**config.mk**
```make
export PLATFORM = sky130hd
export DESIGN_NAME = vga_sram_bridge
export DESIGN_NICKNAME = d
export VERILOG_FILES = /design/src/rtl/vga_sram_pkg.sv /design/src/rtl/vga_sram_clr_seq.sv /design/src/rtl/vga_sram_bridge.sv
export SDC_FILE = /design/constraint.sdc
export NUM_CORES = 1
export LEC_CHECK = 0
export ABC_CLOCK_PERIOD_IN_PS = 3000
export CAP_MARGIN = 0
export CORE_ASPECT_RATIO = 1.2
export CORE_MARGIN = 1
export CORE_UTILIZATION = 52
export CTS_BUF_LIST = sky130_fd_sc_hd__clkbuf_2 sky130_fd_sc_hd__clkbuf_4 sky130_fd_sc_hd__clkbuf_8
export CTS_CLUSTER_SIZE = 8
export DETAILED_ROUTE_END_ITERATION = 16
export PLACE_DENSITY = 0.88
export SYNTH_ARGS = -nofsm -noshare
export SYNTH_HDL_FRONTEND = slang
export SYNTH_HIERARCHICAL = 1
export SYNTH_SLANG_ARGS = --single-unit
```
**constraint.sdc**
```tcl
create_clock -name wb_clk_i -period 3 [get_ports wb_clk_i]
set_input_delay 0.6 -clock wb_clk_i [delete_from_list [all_inputs] [get_ports wb_clk_i]]
set_output_delay 0.6 -clock wb_clk_i [all_outputs]
set_load 0.02 [all_outputs]
```
**src/rtl/vga_sram_pkg.sv**
```systemverilog
//==============================================================================
// Module      : vga_sram_pkg
// Description : Shared types and constants for the VGA SRAM bridge.
// Revision    : 1.0
//==============================================================================
`default_nettype none

package vga_sram_pkg;

  typedef enum logic [0:0] {
    CLEAR = 1'b0,
    RUN   = 1'b1
  } state_e;

  localparam logic        c_pad_idle_n        = 1'b1;
  localparam logic        c_dq_oe_idle        = 1'b0;
  localparam int          c_rd_latency        = 2;
  localparam logic [15:0] c_clr_value_default = 16'h0720;

endpackage

`default_nettype wire

```
**src/rtl/vga_sram_clr_seq.sv**
```systemverilog
//==============================================================================
// Module      : vga_sram_clr_seq
// Description : Post-reset clear address counter with active and done flags.
// Revision    : 1.0
//==============================================================================
`default_nettype none

module vga_sram_clr_seq
  import vga_sram_pkg::*;
#(
  parameter int AW = 17
) (
  input  logic          clk,
  input  logic          rst_n,
  input  logic [AW:0]   limit,
  output logic [AW-1:0] addr,
  output logic          active,
  output logic          done
);

  // One extra counter bit so a full 2^AW clear does not wrap.
  logic [AW:0] r_cnt;
  state_e      r_state;
  logic        r_done;

  always_ff @(posedge clk) begin
    if (!rst_n) begin
      r_cnt   <= '0;
      r_state <= (limit == '0) ? RUN : CLEAR;
      r_done  <= 1'b0;
    end else begin
      r_done <= (r_state == RUN);
      if (r_state == CLEAR) begin
        r_cnt <= r_cnt + 1'b1;
        if (r_cnt == limit - 1'b1) begin
          r_state <= RUN;
        end
      end
    end
  end

  assign addr   = r_cnt[AW-1:0];
  assign active = (r_state == CLEAR);
  assign done   = r_done;

endmodule

`default_nettype wire

```
**src/rtl/vga_sram_bridge.sv**
```systemverilog
//==============================================================================
// Module      : vga_sram_bridge
// Description : CSR master to 16-bit async SRAM bridge with post-reset clear.
// Revision    : 1.0
//==============================================================================
`default_nettype none

module vga_sram_bridge
  import vga_sram_pkg::*;
#(
  parameter int          AW        = 17,
  parameter int          CLR_WORDS = 131072,
  parameter logic [15:0] CLR_VALUE = c_clr_value_default
) (
  input  logic          wb_clk_i,
  input  logic          wb_rst_n_i,
  input  logic [AW-1:0] csrm_adr_o,
  input  logic [1:0]    csrm_sel_o,
  input  logic          csrm_we_o,
  input  logic [15:0]   csrm_dat_o,
  output logic [15:0]   csrm_dat_i,
  output logic          init_done,
  output logic [AW-1:0] sram_addr,
  output logic          sram_ce_n,
  output logic          sram_oe_n,
  output logic          sram_we_n,
  output logic          sram_ub_n,
  output logic          sram_lb_n,
  output logic [15:0]   sram_dq_o,
  output logic          sram_dq_oe,
  input  logic [15:0]   sram_dq_i
);

  localparam logic [AW:0] c_clr_limit = (AW+1)'(CLR_WORDS);

  logic [AW-1:0] w_clr_addr;
  logic          w_clr_active;
  logic          w_clr_done;
  logic          w_wr;

  vga_sram_clr_seq #(
    .AW (AW)
  ) u_clr_seq (
    .clk    (wb_clk_i),
    .rst_n  (wb_rst_n_i),
    .limit  (c_clr_limit),
    .addr   (w_clr_addr),
    .active (w_clr_active),
    .done   (w_clr_done)
  );

  // A write with no byte lanes selected degrades to a read.
  assign w_wr = csrm_we_o & (|csrm_sel_o);

  always_ff @(posedge wb_clk_i) begin
    if (!wb_rst_n_i) begin
      sram_addr  <= '0;
      sram_ce_n  <= c_pad_idle_n;
      sram_oe_n  <= c_pad_idle_n;
      sram_we_n  <= c_pad_idle_n;
      sram_ub_n  <= c_pad_idle_n;
      sram_lb_n  <= c_pad_idle_n;
      sram_dq_o  <= '0;
      sram_dq_oe <= c_dq_oe_idle;
      csrm_dat_i <= '0;
    end else if (w_clr_active) begin
      sram_addr  <= w_clr_addr;
      sram_ce_n  <= 1'b0;
      sram_oe_n  <= 1'b1;
      sram_we_n  <= 1'b0;
      sram_ub_n  <= 1'b0;
      sram_lb_n  <= 1'b0;
      sram_dq_o  <= CLR_VALUE;
      sram_dq_oe <= 1'b1;
      csrm_dat_i <= '0;
    end else begin
      sram_addr  <= csrm_adr_o;
      sram_ce_n  <= 1'b0;
      sram_oe_n  <= w_wr;
      sram_we_n  <= ~w_wr;
      sram_dq_oe <= w_wr;
      sram_ub_n  <= w_wr & ~csrm_sel_o[1];
      sram_lb_n  <= w_wr & ~csrm_sel_o[0];
      if (w_wr) begin
        sram_dq_o <= csrm_dat_o;
      end
      // oe_n low marks the pad cycle that just ended as a read.
      if (!sram_oe_n) begin
        csrm_dat_i <= sram_dq_i;
      end
    end
  end

  assign init_done = w_clr_done;

endmodule

`default_nettype wire

```
; ---- Word-level counts from Yosys, hierarchy flattened
; Cells that the tools add are included.
[classes]
add_sub_neg = 1
eq_ne = 2
muxes = 10
bitwise_logic = 6
reduce_logical = 2
[op_table]
columns = op, count
row1 = $mux W11, 2
row2 = $add A18 B1 Y18 const B, 1
row3 = $eq A18 B17 Y1 const B, 1
row4 = $mux W17, 1
row5 = $mux W1, 7
row6 = $and A1 B1 Y1, 3
row7 = $not A1 Y1, 3
row8 = $ne A2 B2 Y1 const B, 1
row9 = $reduce_and A2 Y1, 1
row10 = $reduce_or A2 Y1, 1
[word_totals]
ff_bits = 75
inputBits = 54
out_inout_bits = 56
elab_cells = 34

; ---- Depth between registers and ports, before layout
[logic_depth]
ltp_word = 4
mapped_depth = 9
depth_no_buf = 8

; ---- Hierarchy
; Netlist, hierarchy kept.
[by_module_without_submodules]
columns = mod, n_inst, cells_each, area_each_um2, seq_area_each_um2
row1 = vga_sram_bridge, 1, 192, 1933.1, 1101.1
row2 = vga_sram_clr_seq, 1, 196, 1626.6, 400.4

; ---- Worst setup path before layout
; OpenSTA, ideal clock, no wires.
[synth_timing]
path_kind = reg-to-reg
start = register u_clr_seq.r_cnt[0]
end = register u_clr_seq.r_cnt[17]
setup_ns = 0.115
t_arrival_ns = 1.513
t_required_ns = 2.885
path_slack_ns = 1.372
path_stages_with_launch = 8
n_path_buf = 1
synth_period_minus_slack_ns = 1.628
cell_sequence = dfxtp_1 and4b_1 and3_1 clkbuf_1 and3_1 nand4_1 xnor2_1 and2_1
[synth_between]
elab_chain_cells = 1
[synth_lines]
columns = item, line
row1 = from (decl), vga_sram_clr_seq.sv:22  ; logic [AW:0] r_cnt;
row2 = from (signal assigned), vga_sram_clr_seq.sv:34  ; r_cnt <= r_cnt + 1'b1;
row3 = $add A18 B1 Y18, vga_sram_clr_seq.sv:34
; Every way passes these cells.
; A chain may end at the register's enable or synchronous reset.

; ---- Final worst setup path
[layout_timing]
start = register sram_oe_n
end = output sram_oe_n
[layout_rtl]
columns = item, line
row1 = from (decl), vga_sram_bridge.sv:25  ; output logic sram_oe_n,
row2 = from (signal assigned), vga_sram_bridge.sv:59  ; sram_oe_n <= c_pad_idle_n;
row3 = from (signal assigned), vga_sram_bridge.sv:79  ; sram_oe_n <= w_wr;
; No word-level cell between the ends.

==> impl_metrics.py <==
metrics = {
    "route": {
        "drt_iter0_markers": 90,
        "first_pass_iters": 4,
        "drc": 0,
        "postRouteAntennaNets": 0,
        "wirelength_um": 9090,
        "avgRoutedWirePerCell_um": 14.4,
        "vias": 3182,
        "viasPerCell": 5.05,
    },
    "worst_setup_path": {
        "crit_path_max_fanout": 2,
        "max_stage_delay_ns": 0.66,
        "r2r-end": "u_clr_seq/r_cnt[14]",
        "critPathArrivalTime_ns": 1.34,
        "crit_buf_inv": 1,
        "cp-start-kind": "flip-flop",
        "startpoint": "sram_oe_n",
        "cpLargestDelayFamily": "buffers and inverters",
        "ff2ff_setup_slack_ns": 1.20,
        "reg2reg_depth": 6,
        "critPathSlowestCell": "clkdlybuf4s50_1",
        "crit_type": "reg -> out",
        "cp-end-kind": "output port",
        "path_cells": "clkdlybuf4s50_1",
        "regToRegStartpoint": "u_clr_seq/r_cnt[6]",
        "cp_data_required_time_ns": 2.40,
    },
    "sta": {
        "tns_ns": 0,
        "slew_viol_final": 0,
        "setup_viol_count_final": 0,
        "worstMarginPinSlew_ns": 0.527,
        "post-route-min-period_ns": 1.94,
        "hold_violations": 0,
        "skew_ns": 0.00665,
        "fin_crit_sh": 0.648,
        "fmax_mhz": 515,
        "rsz0062_at_grt": "false",
        "maxSlewHeadroom": 0.647,
        "fin_ws_ns": 1.06,
    },
    "synth": {
        "netlist_area_um2": 3560,
        "async_reset_ff_frac": 0,
        "ys.flop_type": "dfxtp_1",
        "synthCells": 388,
        "avgSynthCellArea_um2": 9.17,
        "ys_seq_area_frac": 0.422,
        "synth_cell_types": 51,
        "ys_ff_latch": 75,
        "synth.most_common_cell": "dfxtp_1",
        "yosys-top-cells-count": "dfxtp_1 (75), nor2_1 (38), nand2_1 (37)",
        "yosys_warnings": 6,
        "synth_top_cell_by_area": "dfxtp_1",
        "synth_edf_count": 0,
        "synth_area_leaders": "dfxtp_1 (42%), mux2i_1 (10%), xnor2_1 (6.4%), buf_4 (4.2%), nor2_1 (4.0%)",
        "synth_top_cell_area_share": 0.422,
    },
    "grt": {
        "grt_overflow": 0,
        "grt_max_degree": 30,
        "grt_pass1_wl_um": 14800,
        "antenna_found_initial": 0,
        "grt_pass1_vias": 3108,
        "track_usage": 0.268,
    },
    "clock_tree": {
        "cts_resized": 0,
        "cts_inserted_buffers": 9,
        "post_cts_buffers": 0,
        "clk_transition_reported_paths_ns": 0.07,
        "cts.root.buffer_cell": "clkbuf_8",
        "cts_buffer_depth": 2,
        "cts_hold_buf": 0,
        "cts.sinks": 75,
        "clock_latency_ns": 0.34,
        "cts_tree": "built",
        "cts_max_level": 3,
    },
    "hold_path": {
        "hold_depth": 2,
        "worstHoldPathType": "reg -> reg",
        "holdPathEnd": "sram_dq_o[5]",
        "hp-start": "sram_dq_o[5]",
    },
    "floorplanning": {
        "rows": 32,
        "die_y_um": 92.6,
        "die-area_um2": 7180,
        "ioPinCount": 110,
        "start_util": 0.545,
        "die_x_um": 77.5,
        "coreArea_um2": 6530,
    },
    "placed_design": {
        "port_buffers": 109,
        "gp_congestion": 0.809,
        "place_area_um2": 4770,
        "dp_hpwl_um": 6400,
        "dp_cells": 614,
        "pre_cts_ws_ns": 1.00,
    },
    "cells_and_area": {
        "instances_no_fill": 630,
        "layout-drive-gt1-share": 0.0550,
        "design_area_um2": 5000,
        "antennaDiodeCount": 0,
        "area_growth_pct": 40.5,
        "nNetsFinal": 596,
    },
    "pwr": {
        "ir_worst_vdd_mv": 0.283,
        "powerDensity_nw_per_um2": 419,
        "p_leak_uw": 0.00222,
        "power_uw": 2100,
    },
    "job": {
        "max-cap-violations": 0,
    },
    "run_status": {
        "outcome": "complete, no violations",
    },
}
-- cells in the final DEF (no fill, tap or decap), types with 3 or more instances in the layout --
cell	count
conb_1	68
nand4_1	5
inv_1	5
nand4b_1	3
clkbuf_8	11
a21oi_1	22
and3_1	7
and2_1	17
o21ai_0	3
buf_4	3
nor4_1	5
nor3_1	9
nand2_1	37
nand3_1	8
o31ai_1	4
mux2i_1	36
clkdlybuf4s50_1	109
xor2_1	12
dfxtp_1	75
nor2_1	38
xnor2_1	26
-- registers in the layout, summed over array words and instances (netlist names) --
name	cells
sram_dq_o	16
u_clr_seq/done	1
u_clr_seq/r_cnt	18
csrm_dat_i	16
sram_dq_oe	1
sram_ce_n	1
sram_addr	17
sram_oe_n	1
sram_we_n	1
sram_lb_n	1
u_clr_seq/r_state	1
sram_ub_n	1
-- kinds of logic after synthesis --
group,share of synthesized area
other,0.00211
multiplexers,0.101
buffers and inverters,0.0798
flip-flops,0.422
AO/OA/AOI/OAI,0.0717
AND/OR/NAND/NOR,0.223
adder cells (fa/ha/maj),0.00703
XOR/XNOR,0.0935
-- where the power goes --
group	total, uW	internal [uW]	switching, uW
clock network	873	522	351
logic	209	111	98.0
registers	1020	1010	8.34
total	2100	1640	457
-- routing by layer --
metal,share of wire,routed length (um),up-vias,track usage
li1,-,-,1537,-
met1,0.40,3600,1503,0.290
met2,0.52,4700,119,0.485
met3,0.062,566,23,0.0690
met4,0.025,223,0,0.121
met5,0,0,-,0
-- area by class of cell --
| class | count | area, um^2 |
|---|---|---|
| multi-input cells | 335 | 2020 |
| clock inverters | 4 | 72.6 |
| well taps | 85 | 106 |
| clock buffers | 12 | 159 |
| repair buffers | 112 | 1110 |
| fillers | 418 | 1530 |
| flip-flops and latches | 75 | 1500 |
| inverters | 7 | 26.3 |
-- how the worst max path moves through the flow --
stage | end | cells past startpoint | slack, ns
finish | sram_oe_n | 1 | 1.06
global route | sram_oe_n | 1 | 0.99
CTS | sram_oe_n | 1 | 1.04
detailed placement | sram_oe_n | 4 | 1.00
global placement | sram_oe_n | 4 | 1.05
floorplan | u_clr_seq/r_cnt[17] | 7 | 1.37
-- metrics by stage --
step | utilization | hold WS [ns]
after global placement | 0.731 | 0.438
after global routing | 0.766 | 0.488
final | 0.766 | 0.458
after CTS | 0.766 | 0.463
after detailed placement | 0.731 | 0.445
after floorplan | - | 0.525
Note: power is estimated with default switching activity, not from simulation.
